### src/rtl/nonce_sweep_scheduler.sv
// Nonce sweep scheduler: hands consecutive nonces to a pool of SHA-256 engines,
// latches the first hash word 0 below target, and reports one result per sweep.
// Optional completed-hash counter on stat_hashes when SCHED_STATS_EN is defined.
module nonce_sweep_scheduler #(
  parameter int unsigned NUM_ENG = 4
) (
  input  logic                   clk,
  input  logic                   reset_n,
  input  logic                   cmd_valid,
  output logic                   cmd_ready,
  input  logic [31:0]            cmd_base,
  input  logic [31:0]            cmd_count,
  input  logic [31:0]            cmd_target,
  input  logic                   abort,
  output logic [NUM_ENG-1:0]     eng_start,
  output logic [31:0]            eng_nonce,
  input  logic [NUM_ENG-1:0]     eng_done,
  input  logic [32*NUM_ENG-1:0]  eng_hash0,
  output logic                   res_valid,
  input  logic                   res_ready,
  output logic                   res_found,
  output logic                   res_aborted,
  output logic [31:0]            res_nonce,
  output logic                   busy,
  output logic [31:0]            stat_hashes
);

  localparam int unsigned IDX_W = (NUM_ENG > 1) ? $clog2(NUM_ENG) : 1;

  typedef enum logic [1:0] {
    S_IDLE     = 2'd0,
    S_DISPATCH = 2'd1,
    S_DRAIN    = 2'd2,
    S_REPORT   = 2'd3
  } state_t;

  state_t               state_q, state_d;
  logic [31:0]          nonce_q, rem_q, target_q;
  logic [NUM_ENG-1:0]   eng_busy_q;
  logic [31:0]          slot_nonce_q [NUM_ENG];

  logic [NUM_ENG-1:0]   done_acc_c, hit_vec_c, start_vec_c;
  logic [IDX_W-1:0]     hit_sel_c, free_sel_c;
  logic                 hit_any_c, free_any_c, hit_take_c, dispatch_c, accept_c;

  // Accepted completions, hits and lowest-index free/hit engine selection
  always_comb begin
    done_acc_c = eng_done & eng_busy_q;
    hit_vec_c  = '0;
    for (int i = 0; i < int'(NUM_ENG); i++) begin
      if (done_acc_c[i] && (eng_hash0[i*32 +: 32] < target_q)) hit_vec_c[i] = 1'b1;
    end
    hit_any_c  = 1'b0;
    hit_sel_c  = '0;
    free_any_c = 1'b0;
    free_sel_c = '0;
    for (int i = int'(NUM_ENG) - 1; i >= 0; i--) begin
      if (hit_vec_c[i]) begin
        hit_any_c = 1'b1;
        hit_sel_c = IDX_W'(i);
      end
      if (!eng_busy_q[i]) begin
        free_any_c = 1'b1;
        free_sel_c = IDX_W'(i);
      end
    end
  end

  // State register
  always_ff @(posedge clk or negedge reset_n) begin
    if (!reset_n) state_q <= S_IDLE;
    else          state_q <= state_d;
  end

  // Next-state logic
  always_comb begin
    state_d = state_q;
    case (state_q)
      S_IDLE:     if (cmd_valid) state_d = (cmd_count == 32'd0) ? S_REPORT : S_DISPATCH;
      S_DISPATCH: if (hit_take_c || abort || (dispatch_c && rem_q == 32'd1)) state_d = S_DRAIN;
      S_DRAIN:    if ((eng_busy_q & ~done_acc_c) == '0) state_d = S_REPORT;
      S_REPORT:   if (res_ready) state_d = S_IDLE;
      default:    state_d = S_IDLE;
    endcase
  end

  // Per-cycle control decisions: accept, first-hit capture, single dispatch
  always_comb begin
    accept_c    = (state_q == S_IDLE) && cmd_valid;
    hit_take_c  = hit_any_c && !res_found && !res_aborted &&
                  ((state_q == S_DISPATCH) || (state_q == S_DRAIN));
    dispatch_c  = (state_q == S_DISPATCH) && !hit_take_c && !abort &&
                  free_any_c && (rem_q != 32'd0);
    start_vec_c = '0;
    if (dispatch_c) start_vec_c[free_sel_c] = 1'b1;
  end

  // Registered outputs, engine bookkeeping and sweep datapath
  always_ff @(posedge clk or negedge reset_n) begin
    if (!reset_n) begin
      cmd_ready   <= 1'b1;
      busy        <= 1'b0;
      res_valid   <= 1'b0;
      res_found   <= 1'b0;
      res_aborted <= 1'b0;
      res_nonce   <= '0;
      eng_start   <= '0;
      eng_nonce   <= '0;
      eng_busy_q  <= '0;
      nonce_q     <= '0;
      rem_q       <= '0;
      target_q    <= '0;
      for (int i = 0; i < int'(NUM_ENG); i++) slot_nonce_q[i] <= '0;
    end else begin
      cmd_ready  <= (state_d == S_IDLE);
      busy       <= (state_d != S_IDLE);
      res_valid  <= (state_d == S_REPORT);
      eng_start  <= start_vec_c;
      eng_busy_q <= (eng_busy_q & ~done_acc_c) | start_vec_c;
      if (accept_c) begin
        nonce_q     <= cmd_base;
        rem_q       <= cmd_count;
        target_q    <= cmd_target;
        res_found   <= 1'b0;
        res_aborted <= 1'b0;
        res_nonce   <= '0;
      end
      if (dispatch_c) begin
        eng_nonce                <= nonce_q;
        slot_nonce_q[free_sel_c] <= nonce_q;
        nonce_q                  <= nonce_q + 32'd1;
        rem_q                    <= rem_q - 32'd1;
      end
      if (hit_take_c) begin
        res_found <= 1'b1;
        res_nonce <= slot_nonce_q[hit_sel_c];
      end else if ((state_q == S_DISPATCH) && abort) begin
        res_aborted <= 1'b1;
      end
    end
  end

`ifdef SCHED_STATS_EN
  logic [32:0] stat_sum_c;

  // Saturating sum of accepted completions this cycle
  always_comb begin
    stat_sum_c = {1'b0, stat_hashes};
    for (int i = 0; i < int'(NUM_ENG); i++) stat_sum_c = stat_sum_c + 33'(done_acc_c[i]);
  end

  // Completed-hash counter, cleared only by reset
  always_ff @(posedge clk or negedge reset_n) begin
    if (!reset_n)          stat_hashes <= '0;
    else if (stat_sum_c[32]) stat_hashes <= 32'hFFFF_FFFF;
    else                   stat_hashes <= stat_sum_c[31:0];
  end
`else
  assign stat_hashes = 32'd0;
`endif

endmodule

### config.mk
export PLATFORM = sky130hd
export DESIGN_NAME = nonce_sweep_scheduler
export DESIGN_NICKNAME = d
export VERILOG_FILES = /design/src/rtl/nonce_sweep_scheduler.sv
export SDC_FILE = /design/constraint.sdc
export NUM_CORES = 1
export LEC_CHECK = 0
export ABC_AREA = 1
export ABC_CLOCK_PERIOD_IN_PS = 4750
export CAP_MARGIN = 30
export CORE_MARGIN = 2
export CORE_UTILIZATION = 40
export DETAILED_ROUTE_END_ITERATION = 7
export GPL_TIMING_DRIVEN = 0
export HOLD_SLACK_MARGIN = 0.08
export SYNTH_ARGS = -nofsm -noshare
export SYNTH_HDL_FRONTEND = slang
export SYNTH_SLANG_ARGS = --single-unit
export TNS_END_PERCENT = 10
### constraint.sdc
create_clock -name clk -period 4.75 [get_ports clk]
set_clock_uncertainty 0.05 [all_clocks]
set_input_delay 1.1875 -clock clk [delete_from_list [all_inputs] [get_ports clk]]
set_output_delay 1.1875 -clock clk [all_outputs]
set_load 0.01 [all_outputs]
* Yosys cells after proc, flatten, opt, wreduce, memory -nomap -nowiden
Cells that the tools add are included.
Storage, ports and cells: bits in registers 303, input port bits 233
Cells by class: $add $sub $neg 2, $lt $le $gt $ge 9, equal/unequal tests 5, multiplexer cells 46, bitwise operators 6, reduce and logical (&&, ||, !) cells 31
Operator list (count):
- $mux 32 | 9
- $bwmux 128 | 1
- $lt 32x32->1 | 4
- $bmux 32 s2 | 1
- $demux 32 s2 | 1
- $add 32x1->32 const B | 1
- $eq 32x1->1 const B | 1
- $logic_not 32->1 | 1
- $reduce_bool 32->1 | 1
- $sub 32x1->32 const B | 1
- $mux 2 | 13
- $mux 1 | 18
- $logic_and 1x1->1 | 16
- $and 4x4->4 | 2
- $pmux 2 s4 | 1
- $eq 2x2->1 const B | 3
- $ge 3x3->1 const B | 2
- $not 2->3 | 2
- $reduce_bool 2->1 | 3
- $logic_not 1->1 | 4
- $logic_not 2->1 | 2
- $logic_not 4->1 | 1
- $mux 4 | 1
- $not 4->4 | 1
- other kinds (7) | 9

* Logic depth before layout (Yosys ltp)
Gate-level depths: netlist of run 1.
word-level depth 20, depth in mapped cells 23, gate-level depth less buffers 21

* Least setup slack after synthesis of run 1
No wires, ideal clock.
path type in2reg, from input eng_hash0[30], to register slot_nonce_q[13] (netlist bit), arrival 2.983 ns, data required time 4.576 ns, setup slack 1.593 ns, cell stages on the path 17, path buffers 3, path through ha_1 nand2_1 nor2_1 nand4_1 nor4_2 nand2_1 nand2_2 nand4_2 nand2_2 nand2_2 buf_6 nor2_4 inv_2 buf_6 buf_6 nand2_2 o21ai_2
Between the ends: longest elaborated chain between the ends 12
Ends and longest elaborated chain:
- from (decl) | line 18 | input logic [32*NUM_ENG-1:0] eng_hash0,
- $lt 32x32->1 | line 51 | if (done_acc_c[i] && (eng_hash0[i*32 +: 32] < target_q)) hit_vec_c[i] = 1'b1;
- $logic_and 1x1->1 | line 51
- $mux 1 | line 51
- $mux 1 | line 58 | if (hit_vec_c[i]) begin
- $logic_and 1x1->1 (3 in a row) | line 90 | hit_take_c = hit_any_c && !res_found && !res_aborted &&
- $logic_not 1->1 | line 92 | dispatch_c = (state_q == S_DISPATCH) && !hit_take_c && !abort &&
- $logic_and 1x1->1 (3 in a row) | line 92
- $logic_and 1x1->1 | line 93 | free_any_c && (rem_q != 32'd0);
- to (signal, indexed assignment) | line 130 | slot_nonce_q[free_sel_c] <= nonce_q;
- to (decl) | line 40 | logic [31:0] slot_nonce_q [NUM_ENG];
Every way passes these cells. A chain may end at the register's enable or synchronous reset.

* Worst setup path after layout of run 1
from input eng_hash0[37], to register res_nonce[23]
Between the ends: longest elaborated chain between the ends 10, elaborated cells between the ends (all ways) 16, those cells by class 1 x order compare; 9 x mux; 1 x bitwise; 5 x reduce/logical
Ends and longest elaborated chain:
- $lt 32x32->1 (*) | line 51
- $logic_and 1x1->1 (*) | line 51
- $mux 1 (*) | line 51
- $mux 2 (2 in a row) | line 58
- $not 2->3 (not written as such) | line 136 | res_nonce <= slot_nonce_q[hit_sel_c];
- $bmux 32 s2 | line 136
- $mux 32 (not written as such) (2 in a row) | line 136
- $mux 32 | line 134 | if (hit_take_c) begin
- to (signal assigned) | line 136
- to (decl) | line 23 | output logic [31:0] res_nonce,
Every way passes the cells marked *; elsewhere a longest branch is shown, timed or not. The select of a mux whose other input is x is not followed.

==> results of run 1 <==
-- cell type report --
type                       instances  area, µm²
sequential                       303       7580
buffer                           127        779
clock inverter                    12        140
fill                            4071      20400
tap                              546        683
multi-input combinational       1481       8390
antenna                            6       15.0
timing repair buffer             308       3140
inverter                         166        623
clock buffer                      51        987
-- flip-flops by register name, summed over array words and instances, names as in the netlist, 2 cells and up --
register      flops
slot_nonce_q    128
nonce_q          32
rem_q            32
target_q         32
eng_start         4
eng_busy_q        4
eng_nonce        32
res_nonce        32
state_q           2
-- through the flow --
stage | setup TNS, ns | utilization (%) | worst slack [ns]
floorplan | 0 | - | 1.59
global placement | -3342.65 | 49.3 | -11.09
detailed placement | 0 | 49.5 | 0.0597
CTS | 0 | 52.2 | 0.647
global route | 0 | 52.2 | 0.336
finish | 0 | 52.2 | 0.601
-- metal layers --
| metal | up-vias | GRT usage [%] | part of all wire (%) |
|---|---|---|---|
| met5 | - | 0 | 0 |
| met4 | 0 | 9.37 | 3.3 |
| met3 | 99 | 3.72 | 5.5 |
| met2 | 487 | 41.2 | 47 |
| met1 | 7496 | 34.6 | 45 |
| li1 | 7601 | - | - |
-- worst max-delay path by stage --
stage	startpoint	to	slack (ns)	depth (start not counted)
floorplan	eng_hash0[30]	slot_nonce_q[13]$_DFFE_PN0P_	1.59	17
global placement	reset_n	rem_q[19]$_DFFE_PN0P_	-11.09	1
detailed placement	eng_hash0[37]	res_nonce[23]$_DFFE_PN0P_	0.06	16
CTS	eng_hash0[37]	res_nonce[23]$_DFFE_PN0P_	0.65	16
global route	eng_hash0[37]	res_nonce[23]$_DFFE_PN0P_	0.34	16
finish	eng_hash0[37]	res_nonce[23]$_DFFE_PN0P_	0.60	16
-- placed cells by master, fill, tap and decap left out, types with 38 or more instances in the layout --
master           count
a21oi_1             83
buf_4               41
clkbuf_1            46
clkdlybuf4s50_1    304
dfrtp_1            302
ha_1               133
inv_1              152
nand2_1            525
nand3_1             98
nand4_1             51
nor2_1              94
o21ai_0            162
o21ai_1             38
o22ai_1             49
xor2_1              46
-- Yosys cell counts (6+ instances only) --
cell type	n	area, µm²
a21oi_1	83	415
buf_2	31	155
buf_4	41	308
buf_6	14	158
clkbuf_1	34	128
clkinv_1	7	26.3
dfrtp_1	302	7560
ha_1	133	1660
inv_1	152	571
inv_2	7	26.3
nand2_1	525	1970
nand2_2	21	131
nand3_1	98	490
nand4_1	51	319
nor2_1	94	353
nor2_2	6	37.5
nor3_1	28	140
nor4_1	15	93.8
o211ai_1	13	97.6
o21ai_0	162	811
o21ai_1	38	190
o21ai_2	23	201
o221ai_1	18	158
o22ai_1	49	307
xor2_1	46	403
-- cell families after synthesis --
group | after synthesis | synth area share (%)
other cells | 1 | 0.0217
simple gates | 864 | 22.2
flops | 303 | 43.9
fa+ha+maj | 133 | 9.64
buf+inv | 293 | 8.13
xor+xnor | 50 | 2.54
compound gates | 402 | 13.5
-- where the power goes --
group | internal (mW) | switching, mW | total [mW]
logic | 2.05 | 3.18 | 5.23
clock network | 1.57 | 1.13 | 2.70
registers | 3.52 | 0.586 | 4.10
==> impl_metrics.ini, run 1 <==
[clocking]
cts_setup_buffers = 0
clockBufferDepth = 3
cts_tree = yes
cts_sinks = 303
ctsRootBufferMaster = clkbuf_16
cts_max_level = 2
holdBufCountCts = 0
cts.clk_slew.worst_paths_ns = 0.06
clkLatencyLatePin_ns = 0.55
cts_repair_resize_count = 0
numCtsBuffers = 36

[global_route]
grt_pass1_vias = 15600
grt_max_degree = 112
grt_use_total_pct = 25.4
antenna_found_initial = 8
grt_pass1_wl_um = 87500
grt_overflow = 0

[timing]
min_period_ns = 4.15
hold_viol_final = 0
report.final.setup_viol = 0
slew_headroom_pct = 56.2
worst_slew_pin_slew_ns = 0.657
whs_ns = 0.400
period_share_pct = 87.3
drv_slew = 0
rsz0062_at_grt = no
timing.fmax_ghz = 0.241

[synth]
synth_edf_count = 0
avgSynthCellArea_um2 = 8.44
syn_area_um2 = 17300
synth_cells = 2046
yosys_warnings = 0
synth-async-reset-ratio_pct = 100
synth-seq-cells = 303
synth_seq_area_share_pct = 43.9
synth_flop_cell = dfrtp_1
synth_cell_types = 53

[drt]
vias = 15700
drtAntennaViolNets = 0
drt_iter0_markers = 1160
vias_per_cell = 5.23
first_pass_iters = 5
wl_um = 56200
drc_errors = 0
wl_per_cell_um = 18.7

[finish]
drive_gt1_share_pct = 9.40
final_cells = 3000
final_design_area_no_fill_um2 = 22300
areaGrowthSynthToFinish_pct = 29.4
fin_nets = 2789

[die]
coreArea_um2 = 42800
dieArea_um2 = 44800
die_h_um = 212
initial_utilization_pct = 40.3
die_w_um = 212
rows = 76
ios = 338

[critical_path]
cpPeakStageDelay_ns = 0.46
reg2reg_from = target_q[5]$_DFFE_PN0P_
cp_num_buf_inv = 3
cp-start-kind = primary input
rr_worst_depth = 16
worstSetupPathType = primary input to flop
ff2ff_setup_slack_ns = 1.18
cp.required_ns = 5.18
crit_chain = clkdlybuf4s50_1, ha_1, a21oi_1, nor2_1, nor3_1, nand2_1, nand2_1, nand2_1, nand2_1, nand3_2, nand4_2, nand3_1, inv_1, buf_1, nand3_1, nand2_1
end_kind = flop
critPathSlowestCell = buf_1
crit_family = simple AND/OR/NAND/NOR gates
crit_arrival_ns = 4.58
cp_common_cell = nand2_1
r2r-end = res_nonce[23]$_DFFE_PN0P_
crit_fanout = 10

[pwr]
total_power_mw = 12.0
ir_drop_uv = 265
power_density_nw_per_um2 = 538
power.leakage_nw = 10.5

[placed_design]
io_buffers = 305
dpl_cell_area_um2 = 21200
gp_congestion = 0.899
hpwlAfterDp_um = 42800
placed_cells = 2931

[run_status]
status = completed

[hold_path]
hold_path.class = primary input to asynchronous set/reset pin

[flow_run]
drv_cap = 0
Note: power is estimated with default switching activity, not from simulation.
==> run 2, diff against run 1 <==
--- a/config.mk
+++ b/config.mk
@@ -7,7 +7,6 @@
 export LEC_CHECK = 0
 export ABC_AREA = 1
 export ABC_CLOCK_PERIOD_IN_PS = 4750
-export CAP_MARGIN = 30
 export CORE_MARGIN = 2
 export CORE_UTILIZATION = 40
 export DETAILED_ROUTE_END_ITERATION = 7
==> results of run 2 <==
Final layout, timing and power as in run 1 (identical DEF).
